**src/rtl/corevx_mem_arbiter_pkg.sv**
```systemverilog
// Shared definitions for the two-master memory bus arbiter: widths, response codes,
// the arbiter state encoding and the burst-length clamp.
package corevx_defs;

  localparam int ADDR_W  = 34;
  localparam int BURST_W = 5;
  localparam int DATA_W  = 32;
  localparam int BE_W    = DATA_W / 8;

  localparam logic [1:0] RESP_OKAY  = 2'b00;
  localparam logic [1:0] RESP_ERROR = 2'b11;

  typedef enum logic [1:0] {
    ARB_IDLE,
    ARB_CMD,
    ARB_RDATA,
    ARB_WDATA
  } arb_state_t;

  // A burstcount of zero still moves one beat; oversized bursts are counted as max_beats.
  function automatic logic [BURST_W-1:0] burst_beats(input logic [BURST_W-1:0] bc,
                                                     input logic [BURST_W-1:0] max_beats);
    if (bc == '0) begin
      return BURST_W'(1);
    end else if (bc > max_beats) begin
      return max_beats;
    end else begin
      return bc;
    end
  endfunction

endpackage

```
**src/rtl/corevx_rr_arbiter2.sv**
```systemverilog
// Two-way round-robin pick: a lone requester wins, a tie goes to whoever did not win last.
module corevx_rr_arbiter2 (
  input  logic req0,
  input  logic req1,
  input  logic last_winner,
  output logic any_req,
  output logic pick
);

  assign any_req = req0 | req1;
  assign pick    = (req0 && req1) ? ~last_winner : req1;

endmodule

```
**src/rtl/corevx_mem_arbiter.sv**
```systemverilog
// Arbitrates the instruction cache (m0) and data cache (m1) onto the single memory bus,
// holding each grant until the whole read or write burst has completed.
module corevx_mem_arbiter
  import corevx_defs::*;
#(
  parameter int MAX_BURST  = 16,
  parameter int RESET_PRIO = 1
) (
  input  logic               clk,
  input  logic               rst,
  input  logic [ADDR_W-1:0]  m0_address,
  input  logic [BURST_W-1:0] m0_burstcount,
  input  logic               m0_read,
  input  logic               m0_write,
  input  logic [DATA_W-1:0]  m0_writedata,
  input  logic [BE_W-1:0]    m0_byteenable,
  output logic               m0_waitrequest,
  output logic               m0_readdatavalid,
  output logic [DATA_W-1:0]  m0_readdata,
  output logic [1:0]         m0_response,
  input  logic [ADDR_W-1:0]  m1_address,
  input  logic [BURST_W-1:0] m1_burstcount,
  input  logic               m1_read,
  input  logic               m1_write,
  input  logic [DATA_W-1:0]  m1_writedata,
  input  logic [BE_W-1:0]    m1_byteenable,
  output logic               m1_waitrequest,
  output logic               m1_readdatavalid,
  output logic [DATA_W-1:0]  m1_readdata,
  output logic [1:0]         m1_response,
  output logic [ADDR_W-1:0]  s_address,
  output logic [BURST_W-1:0] s_burstcount,
  output logic               s_read,
  output logic               s_write,
  output logic [DATA_W-1:0]  s_writedata,
  output logic [BE_W-1:0]    s_byteenable,
  input  logic               s_waitrequest,
  input  logic               s_readdatavalid,
  input  logic [DATA_W-1:0]  s_readdata,
  input  logic [1:0]         s_response
);

  localparam logic [BURST_W-1:0] MAX_BEATS = BURST_W'(MAX_BURST);
  localparam logic               RESET_LW  = (RESET_PRIO == 0) ? 1'b1 : 1'b0;

  arb_state_t         state;
  logic               grant;
  logic               last_winner;
  logic [BURST_W-1:0] beats;
  logic [BURST_W-1:0] count;
  logic [BURST_W-1:0] count_inc;
  logic [BURST_W-1:0] cmd_beats;

  logic any_req;
  logic pick;

  logic               gm_read;
  logic               gm_write;
  logic [BURST_W-1:0] gm_burstcount;
  logic               pass_phase;
  logic               rd_accept;
  logic               wr_accept;
  logic               rd_beat;

  logic [1:0]             m_wait;
  logic [1:0]             m_rdv;
  logic [1:0][DATA_W-1:0] m_rdata;
  logic [1:0][1:0]        m_resp;

  corevx_rr_arbiter2 u_rr (
    .req0        (m0_read | m0_write),
    .req1        (m1_read | m1_write),
    .last_winner (last_winner),
    .any_req     (any_req),
    .pick        (pick)
  );

  assign gm_read       = grant ? m1_read       : m0_read;
  assign gm_write      = grant ? m1_write      : m0_write;
  assign gm_burstcount = grant ? m1_burstcount : m0_burstcount;

  assign s_address    = grant ? m1_address    : m0_address;
  assign s_burstcount = gm_burstcount;
  assign s_writedata  = grant ? m1_writedata  : m0_writedata;
  assign s_byteenable = grant ? m1_byteenable : m0_byteenable;

  // A read command masks a simultaneous write; only writes pass once the burst is in WDATA.
  assign pass_phase = (state == ARB_CMD) || (state == ARB_WDATA);
  assign s_read     = (state == ARB_CMD) && gm_read;
  assign s_write    = pass_phase && gm_write && !s_read;

  assign rd_accept = s_read && !s_waitrequest;
  assign wr_accept = s_write && !s_waitrequest;
  assign rd_beat   = (state == ARB_RDATA) && s_readdatavalid;
  assign count_inc = count + BURST_W'(1);
  assign cmd_beats = burst_beats(gm_burstcount, MAX_BEATS);

  for (genvar gi = 0; gi < 2; gi++) begin : g_master
    logic mine;
    assign mine        = (grant == 1'(gi));
    assign m_wait[gi]  = (pass_phase && mine) ? s_waitrequest : 1'b1;
    assign m_rdv[gi]   = rd_beat && mine;
    assign m_rdata[gi] = m_rdv[gi] ? s_readdata : '0;
    assign m_resp[gi]  = (m_rdv[gi] || (wr_accept && mine)) ? s_response : RESP_ERROR;
  end

  assign m0_waitrequest   = m_wait[0];
  assign m0_readdatavalid = m_rdv[0];
  assign m0_readdata      = m_rdata[0];
  assign m0_response      = m_resp[0];
  assign m1_waitrequest   = m_wait[1];
  assign m1_readdatavalid = m_rdv[1];
  assign m1_readdata      = m_rdata[1];
  assign m1_response      = m_resp[1];

  always_ff @(posedge clk or posedge rst) begin
    if (rst) begin
      state       <= ARB_IDLE;
      grant       <= 1'b0;
      last_winner <= RESET_LW;
      beats       <= '0;
      count       <= '0;
    end else begin
      case (state)
        ARB_IDLE: begin
          if (any_req) begin
            grant <= pick;
            state <= ARB_CMD;
          end
        end
        ARB_CMD: begin
          if (rd_accept) begin
            beats <= cmd_beats;
            count <= '0;
            state <= ARB_RDATA;
          end else if (wr_accept) begin
            beats <= cmd_beats;
            count <= BURST_W'(1);
            if (cmd_beats == BURST_W'(1)) begin
              state       <= ARB_IDLE;
              last_winner <= grant;
            end else begin
              state <= ARB_WDATA;
            end
          end
        end
        ARB_RDATA: begin
          if (s_readdatavalid) begin
            count <= count_inc;
            if (count_inc == beats) begin
              state       <= ARB_IDLE;
              last_winner <= grant;
            end
          end
        end
        ARB_WDATA: begin
          if (wr_accept) begin
            count <= count_inc;
            if (count_inc == beats) begin
              state       <= ARB_IDLE;
              last_winner <= grant;
            end
          end
        end
        default: state <= ARB_IDLE;
      endcase
    end
  end

endmodule

```
**config.mk**
```make
export PLATFORM = sky130hd
export DESIGN_NAME = corevx_mem_arbiter
export DESIGN_NICKNAME = d
export VERILOG_FILES = /design/src/rtl/corevx_mem_arbiter_pkg.sv /design/src/rtl/corevx_rr_arbiter2.sv /design/src/rtl/corevx_mem_arbiter.sv
export SDC_FILE = /design/constraint.sdc
export NUM_CORES = 1
export LEC_CHECK = 0
export ABC_AREA = 0
export CAP_MARGIN = 10
export CORE_AREA = 2 2 131 133
export CTS_BUF_LIST = sky130_fd_sc_hd__clkbuf_16
export DETAILED_ROUTE_END_ITERATION = 10
export DIE_AREA = 0 0 133 135
export MAX_ROUTING_LAYER = met4
export PLACE_DENSITY = 0.62
export SYNTH_ARGS = -nofsm -noshare
export SYNTH_HDL_FRONTEND = slang
export SYNTH_SLANG_ARGS = --single-unit
```
**constraint.sdc**
```tcl
create_clock -name clk -period 4.4 [get_ports clk]
set_input_delay 0.88 -clock clk [delete_from_list [all_inputs] [get_ports clk]]
set_output_delay 0.88 -clock clk [all_outputs]
set_load 0.005 [all_outputs]
```
==> flow_summary_export.csv, run 1 <==
group,metric,value,unit
run_status,status,"completed",
yosys,synth_top_family_by_area,"multiplexers",
die,io_pins,341,
yosys,async_reset_ff_share,100,%
die,die_w,133,µm
critical_path,crit_arrival,3020,ps
drt,avgViaCountPerCell,4.23,
yosys,synth_fa_ha_area_share,0.537,%
cells_and_area,area_growth_syn_to_layout,159,%
clocking,cts_hold_buf,0,
global_routing,grt_antenna_before_repair,1,
pwr,p_leak,0.00233,µW
timing,worst_pin_slew,567,ps
clocking,cts_inserted_buffers,3,
yosys,synth_edf_count,0,
global_routing,gr-total-overflow,0,
pwr,p_total,2320,µW
timing,fin_crit,3900,ps
global_routing,grt_pass1_vias,3409,
timing,clock.fmax,256,MHz
placement,io_buffers,340,
die,chipHeight,135,µm
yosys,synth_cell_type_count,45,
drt,drc,0,
clocking,ctsResizeCount,0,
yosys,ys_seq_area_share,15.0,%
clocking,cts_tree,"yes",
yosys,synth_compound_area_share,10.0,%
drt,wl,15.6,mm
global_routing,grtUsageTotal,16.4,%
global_routing,grt_pass1_wl,21.4,mm
clocking,path_clk_slew,50,ps
yosys,ys_warn_count,0,
cells_and_area,final_cell_mix,"clkdlybuf4s50_1 (340), mux2_2 (75), and2_1 (33)",
yosys,synth_area_leaders,"mux2_2 (36%), dfrtp_1 (15%), and2_1 (8.9%)",
yosys,synth-xor-area-share,1.88,%
critical_path,path_cells,"clkdlybuf4s50_1, mux2i_1, nor2_1, a211oi_2, nor2_1, nand2_1, clkdlybuf4s50_1",
placement,place.gp.congestion,0.917,
timing,slew_headroom,62.2,%
clocking,cts.sink_count,14,
pwr,p_per_area,384,mW/mm²
yosys,avgSynthCellArea,8.47,µm²
global_routing,grt_max_degree,86,
die,row_count,47,
yosys,synth_fp_nets,468,
yosys,ys_seq_elements,14,
timing,tns,0,ps
cells_and_area,regArea,354,µm²
cells_and_area,final_common_cell,"clkdlybuf4s50_1",
drt,via_count,3470,
die,initial_core_util,14.2,%
clocking,cts_setup_buffers,0,
timing,fin_crit_sh,88.7,%
clocking,clk_latency,250,ps
cells_and_area,nets,793,
die,core,0.0164,mm²
yosys,yosys-mux-area-fraction,38.2,%
cells_and_area,utilization,36.8,%
critical_path,cp.required,3520,ps
worst_hold_path,hp-class,"register to register",
clocking,cts_root_buf,"clkbuf_16",
clocking,htreeDepth,1,
critical_path,worst-r2r-setup-slack,1780,ps
yosys,synth_top_area_share,36.3,%
placement,place_inst,815,
clocking,cts_buffer_depth,2,
yosys,synthCells,275,
drt,drt_iter0_markers,95,
timing,slew_viol_final,0,
timing,setup-violations-final,0,
critical_path,crit_type,"input port to primary output",
cells_and_area,multi_input_area,0.00187,mm²
yosys,synth_ff_type,"dfrtp_1",
yosys,yosys.area_share.simple,29.4,%
timing,hold_viol_final,0,
yosys,synth_top_cell_by_area,"mux2_2",
timing,clock_skew,5.16,ps
critical_path,startpoint_type,"input port",
die,die_area,0.0180,mm²
placement,dp_hpwl,13.5,mm
drt,wl_per_cell,19.0,µm
run,drv_cap,0,
pwr,ir_drop,0.309,mV
critical_path,end_kind,"primary output",
critical_path,cp_max_fo,5,
cells_and_area,drive_gt1_share,15.5,%
cells_and_area,fillers,1647,
drt,postRouteAntennaNets,0,
critical_path,crit_path_max_incr_delay,540,ps
timing,rsz0062_at_grt,"false",
cells_and_area,finalNonFillerCells,820,
critical_path,slowest_stage,"clkdlybuf4s50_1",
yosys,synth_area,0.00233,mm²
drt,drtPass1Iterations,4,
==> stage by stage <==
| step | hold slack (ps) | worst slack [ps] | cell area (µm²) |
|---|---|---|---|
| final | 498 | 497 | 6030 |
| after global routing | 517 | 325 | 6030 |
| after CTS | 503 | 486 | 6030 |
| after detailed placement | 492 | 500 | 5950 |
| after global placement | 483 | 514 | 5950 |
| after floorplan | 459 | 1610 | 2330 |
==> per-layer routing <==
| metal | global-route usage [%] | wire length [µm] | vias to the layer above |
|---|---|---|---|
| met1 | 19.4 | 6070 | 1635 |
| met3 | 3.75 | 1160 | 16 |
| met2 | 28.4 | 8070 | 175 |
| li1 | - | - | 1644 |
| met4 | 3.58 | 306 | 0 |
| met5 | - | 0 | - |
==> Yosys cell counts (all sizes together) (3+ instances only) <==
cell type / number
buf: 12
o21ai: 16
dfrtp: 14
nor3: 8
clkbuf: 11
or2: 3
and2: 33
nor2: 7
mux2: 76
nand2: 17
nor2b: 3
mux2i: 3
nand2b: 4
inv: 3
xnor2: 3
and3: 32
a22o: 3
==> kinds of logic (layout without fill, tap and decap cells) <==
kind of cell    after synthesis  after routing
flops                        14             14
fa+ha+maj                     1              1
other cells                   0              1
xor+xnor                      5              5
mux                          79             79
buf+inv                      26            350
compound gates               33             33
simple gates                117            117
==> final timing paths <==
kind	end	startpoint	depth (start not counted)
worst max-delay path	m1_response[1]	m0_write	7
worst min-delay path	last_winner$_DFFE_PP0P_	last_winner$_DFFE_PP0P_	1
worst max register to register	last_winner$_DFFE_PP0P_	g_master[1].mine$_DFFE_PP0P_	6
worst min register to register	last_winner$_DFFE_PP0P_	last_winner$_DFFE_PP0P_	1
max in group asynchronous	g_master[1].mine$_DFFE_PP0P_	rst	2
min in group asynchronous	last_winner$_DFFE_PP0P_	rst	2
==> flip-flops by register name, indices dropped and copies added (netlist names) <==
name and flops:
last_winner 1, beats 5, count 5, state 2, g_master.mine 1
==> layout make-up <==
class | count | share of cell area [%]
repair buffers | 343 | 57.0
diodes | 1 | 0.0415
inverters | 3 | 0.187
multi-input cells | 235 | 31.0
flip-flops and latches | 14 | 5.87
clock buffers | 3 | 1.24
well taps | 220 | 4.56
clock inverters | 1 | 0.0622
==> worst max-delay path: cells and delay by family <==
family	cells	cell delay (ps)
compound gates	1	430
simple gates	3	370
buf+inv	2	1000
mux	1	350
==> report_power, final <==
part           switching (µW)  leakage (µW)  internal (µW)
clock                    57.5     0.0000423            120
sequential                123      0.000162            191
combinational             703       0.00213           1120
total                     883       0.00233           1430
No activity file was read; power rests on OpenSTA's default activity.
==> inputs of run 2 (changes only) <==
--- a/config.mk
+++ b/config.mk
@@ -11,6 +11,7 @@
 export CTS_BUF_LIST = sky130_fd_sc_hd__clkbuf_16
 export DETAILED_ROUTE_END_ITERATION = 10
 export DIE_AREA = 0 0 133 135
+export GPL_ROUTABILITY_DRIVEN = 0
 export MAX_ROUTING_LAYER = met4
 export PLACE_DENSITY = 0.62
 export SYNTH_ARGS = -nofsm -noshare
==> results of run 2 <==
No change in the layout: final DEF, timing and power equal those of run 1.
==> inputs of run 3 (changes only) <==
--- a/config.mk
+++ b/config.mk
@@ -12,6 +12,7 @@
 export DETAILED_ROUTE_END_ITERATION = 10
 export DIE_AREA = 0 0 133 135
 export GPL_ROUTABILITY_DRIVEN = 0
+export GPL_TIMING_DRIVEN = 0
 export MAX_ROUTING_LAYER = met4
 export PLACE_DENSITY = 0.62
 export SYNTH_ARGS = -nofsm -noshare
==> run 3 against run 2 <==
Against the previous run: critical path depth stayed put; register-to-register slack better by 470 ps; non-clock buffer count is 21 higher; design area is 1.0% higher; final cell count is 2.3% higher; critical path type unchanged.
==> flow_summary_export.csv, run 3 (same netlist as run 1, synthesis figures left out) <==
group,metric,value,unit
critical_path,crit_type,"input port to primary output",
critical_path,startpoint_type,"input port",
die,initial_core_util,14.2,%
critical_path,crit_arrival,3130,ps
clocking,cts_inserted_buffers,3,
clocking,cts_tree,"yes",
timing,setup-violations-final,0,
drt,postRouteAntennaNets,0,
placement,io_buffers,340,
critical_path,cp.required,3520,ps
clocking,cts.sink_count,14,
cells_and_area,final_common_cell,"clkdlybuf4s50_1",
cells_and_area,nets,814,
global_routing,gr-total-overflow,0,
die,die_area,0.0180,mm²
die,io_pins,341,
global_routing,grt_antenna_before_repair,0,
timing,fin_crit_sh,91.1,%
timing,slew_viol_final,0,
die,die_w,133,µm
drt,wl_per_cell,19.6,µm
die,core,0.0164,mm²
placement,dpl_cell_area,0.00601,mm²
global_routing,grt_max_degree,15,
critical_path,end_kind,"primary output",
cells_and_area,finalNonFillerCells,839,
cells_and_area,reg.largest.list,"beats x5, count x5, state x2",
timing,slew_headroom,60.6,%
clocking,path_clk_slew,50,ps
clocking,clk_latency,240,ps
critical_path,slowest_stage,"clkdlybuf4s50_1",
timing,hold_viol_final,0,
timing,clock.fmax,250,MHz
cells_and_area,final_area,0.00610,mm²
die,chipHeight,135,µm
clocking,cts_buffer_depth,2,
cells_and_area,drive_gt1_share,16.2,%
clocking,cts_root_buf,"clkbuf_16",
timing,worst_pin_slew,590,ps
pwr,p_per_area,390,mW/mm²
cells_and_area,area_growth_syn_to_layout,162,%
drt,drtPass1Iterations,5,
drt,via_count,3498,
pwr,ir_drop,0.174,mV
timing,clock_skew,7.32,ps
timing,rsz0062_at_grt,"false",
clocking,cts_hold_buf,0,
global_routing,grtUsageTotal,17.5,%
placement,dp_hpwl,14.5,mm
run,drv_cap,0,
timing,fin_hold_ws,497,ps
die,row_count,47,
drt,avgViaCountPerCell,4.17,
cells_and_area,fillers,1649,
clocking,htreeDepth,1,
drt,drc,0,
timing,fin_crit,4010,ps
critical_path,cp_max_fo,5,
pwr,p_leak,0.00237,µW
pwr,p_total,2380,µW
critical_path,crit_path_max_incr_delay,550,ps
run_status,status,"completed",
drt,drt_iter0_markers,131,
critical_path,path_cells,"clkdlybuf4s50_1, mux2i_1, nor2_1, a211oi_2, nor2_1, nand2_1, clkdlybuf4s50_1",
global_routing,grt_pass1_vias,3639,
worst_hold_path,hp-class,"register to register",
drt,wl,16.4,mm
cells_and_area,final_cell_mix,"clkdlybuf4s50_1 (340), mux2_2 (75), and2_1 (33)",
placement,place_inst,835,
global_routing,grt_pass1_wl,22.9,mm
cells_and_area,n_antenna_cell,0,
run 3: cell type report:
type	instances	area, µm²	share of cell area, %
Timing Repair Buffer	341	3410	56.0
Multi-Input combinational cell	235	1870	30.7
Sequential cell	14	350	5.75
Tap cell	220	275	4.52
Buffer	23	103	1.68
Clock buffer	3	75.1	1.23
Inverter	3	11.3	0.185
run 3: what timing repair did:
item                                    4_1_cts  5_1_grt
endpoints found under the setup margin       30        0
setup buffers                                 1        0
gates resized for setup                       1        0
run 3: metal layers:
metal	up-vias	GRT usage, %	part of all wire, %
met5	-	-	0
met4	0	3.94	2.4
met3	18	3.15	6.5
met2	174	30.4	51
met1	1624	21.1	40
li1	1682	-	-
run 3: power breakdown:
group / internal, µW / switching [µW]
Sequential: 189 / 57.3
Clock: 119 / 50.6
Combinational: 1150 / 813
run 3: worst paths after layout:
check	from	endpoint	slack (ps)	cells past startpoint
setup / recovery	m0_write	m1_response[1]	390	7
hold / removal	last_winner$_DFFE_PP0P_	last_winner$_DFFE_PP0P_	500	1
setup reg to reg	count[0]$_DFFE_PP0P_	last_winner$_DFFE_PP0P_	2250	6
hold reg to reg	last_winner$_DFFE_PP0P_	last_winner$_DFFE_PP0P_	500	1
max in group asynchronous	rst	count[2]$_DFFE_PP0P_	3000	2
min in group asynchronous	rst	g_master[1].mine$_DFFE_PP0P_	1010	2
run 3: worst max-delay path, delay by kind of cell:
family,cells,cell delay [ps]
compound gates,1,430
buf+inv,2,1020
mux,1,420
simple gates,3,380
run 3: metrics by stage:
stage / TNS [ps] / util, % / setup slack [ps]
floorplan: 0 / - / 1610
global placement: -1460 / 36.6 / -188
detailed placement: -3530 / 36.6 / -261
CTS: 0 / 37.2 / 337
global route: 0 / 37.2 / 193
finish: 0 / 37.2 / 393
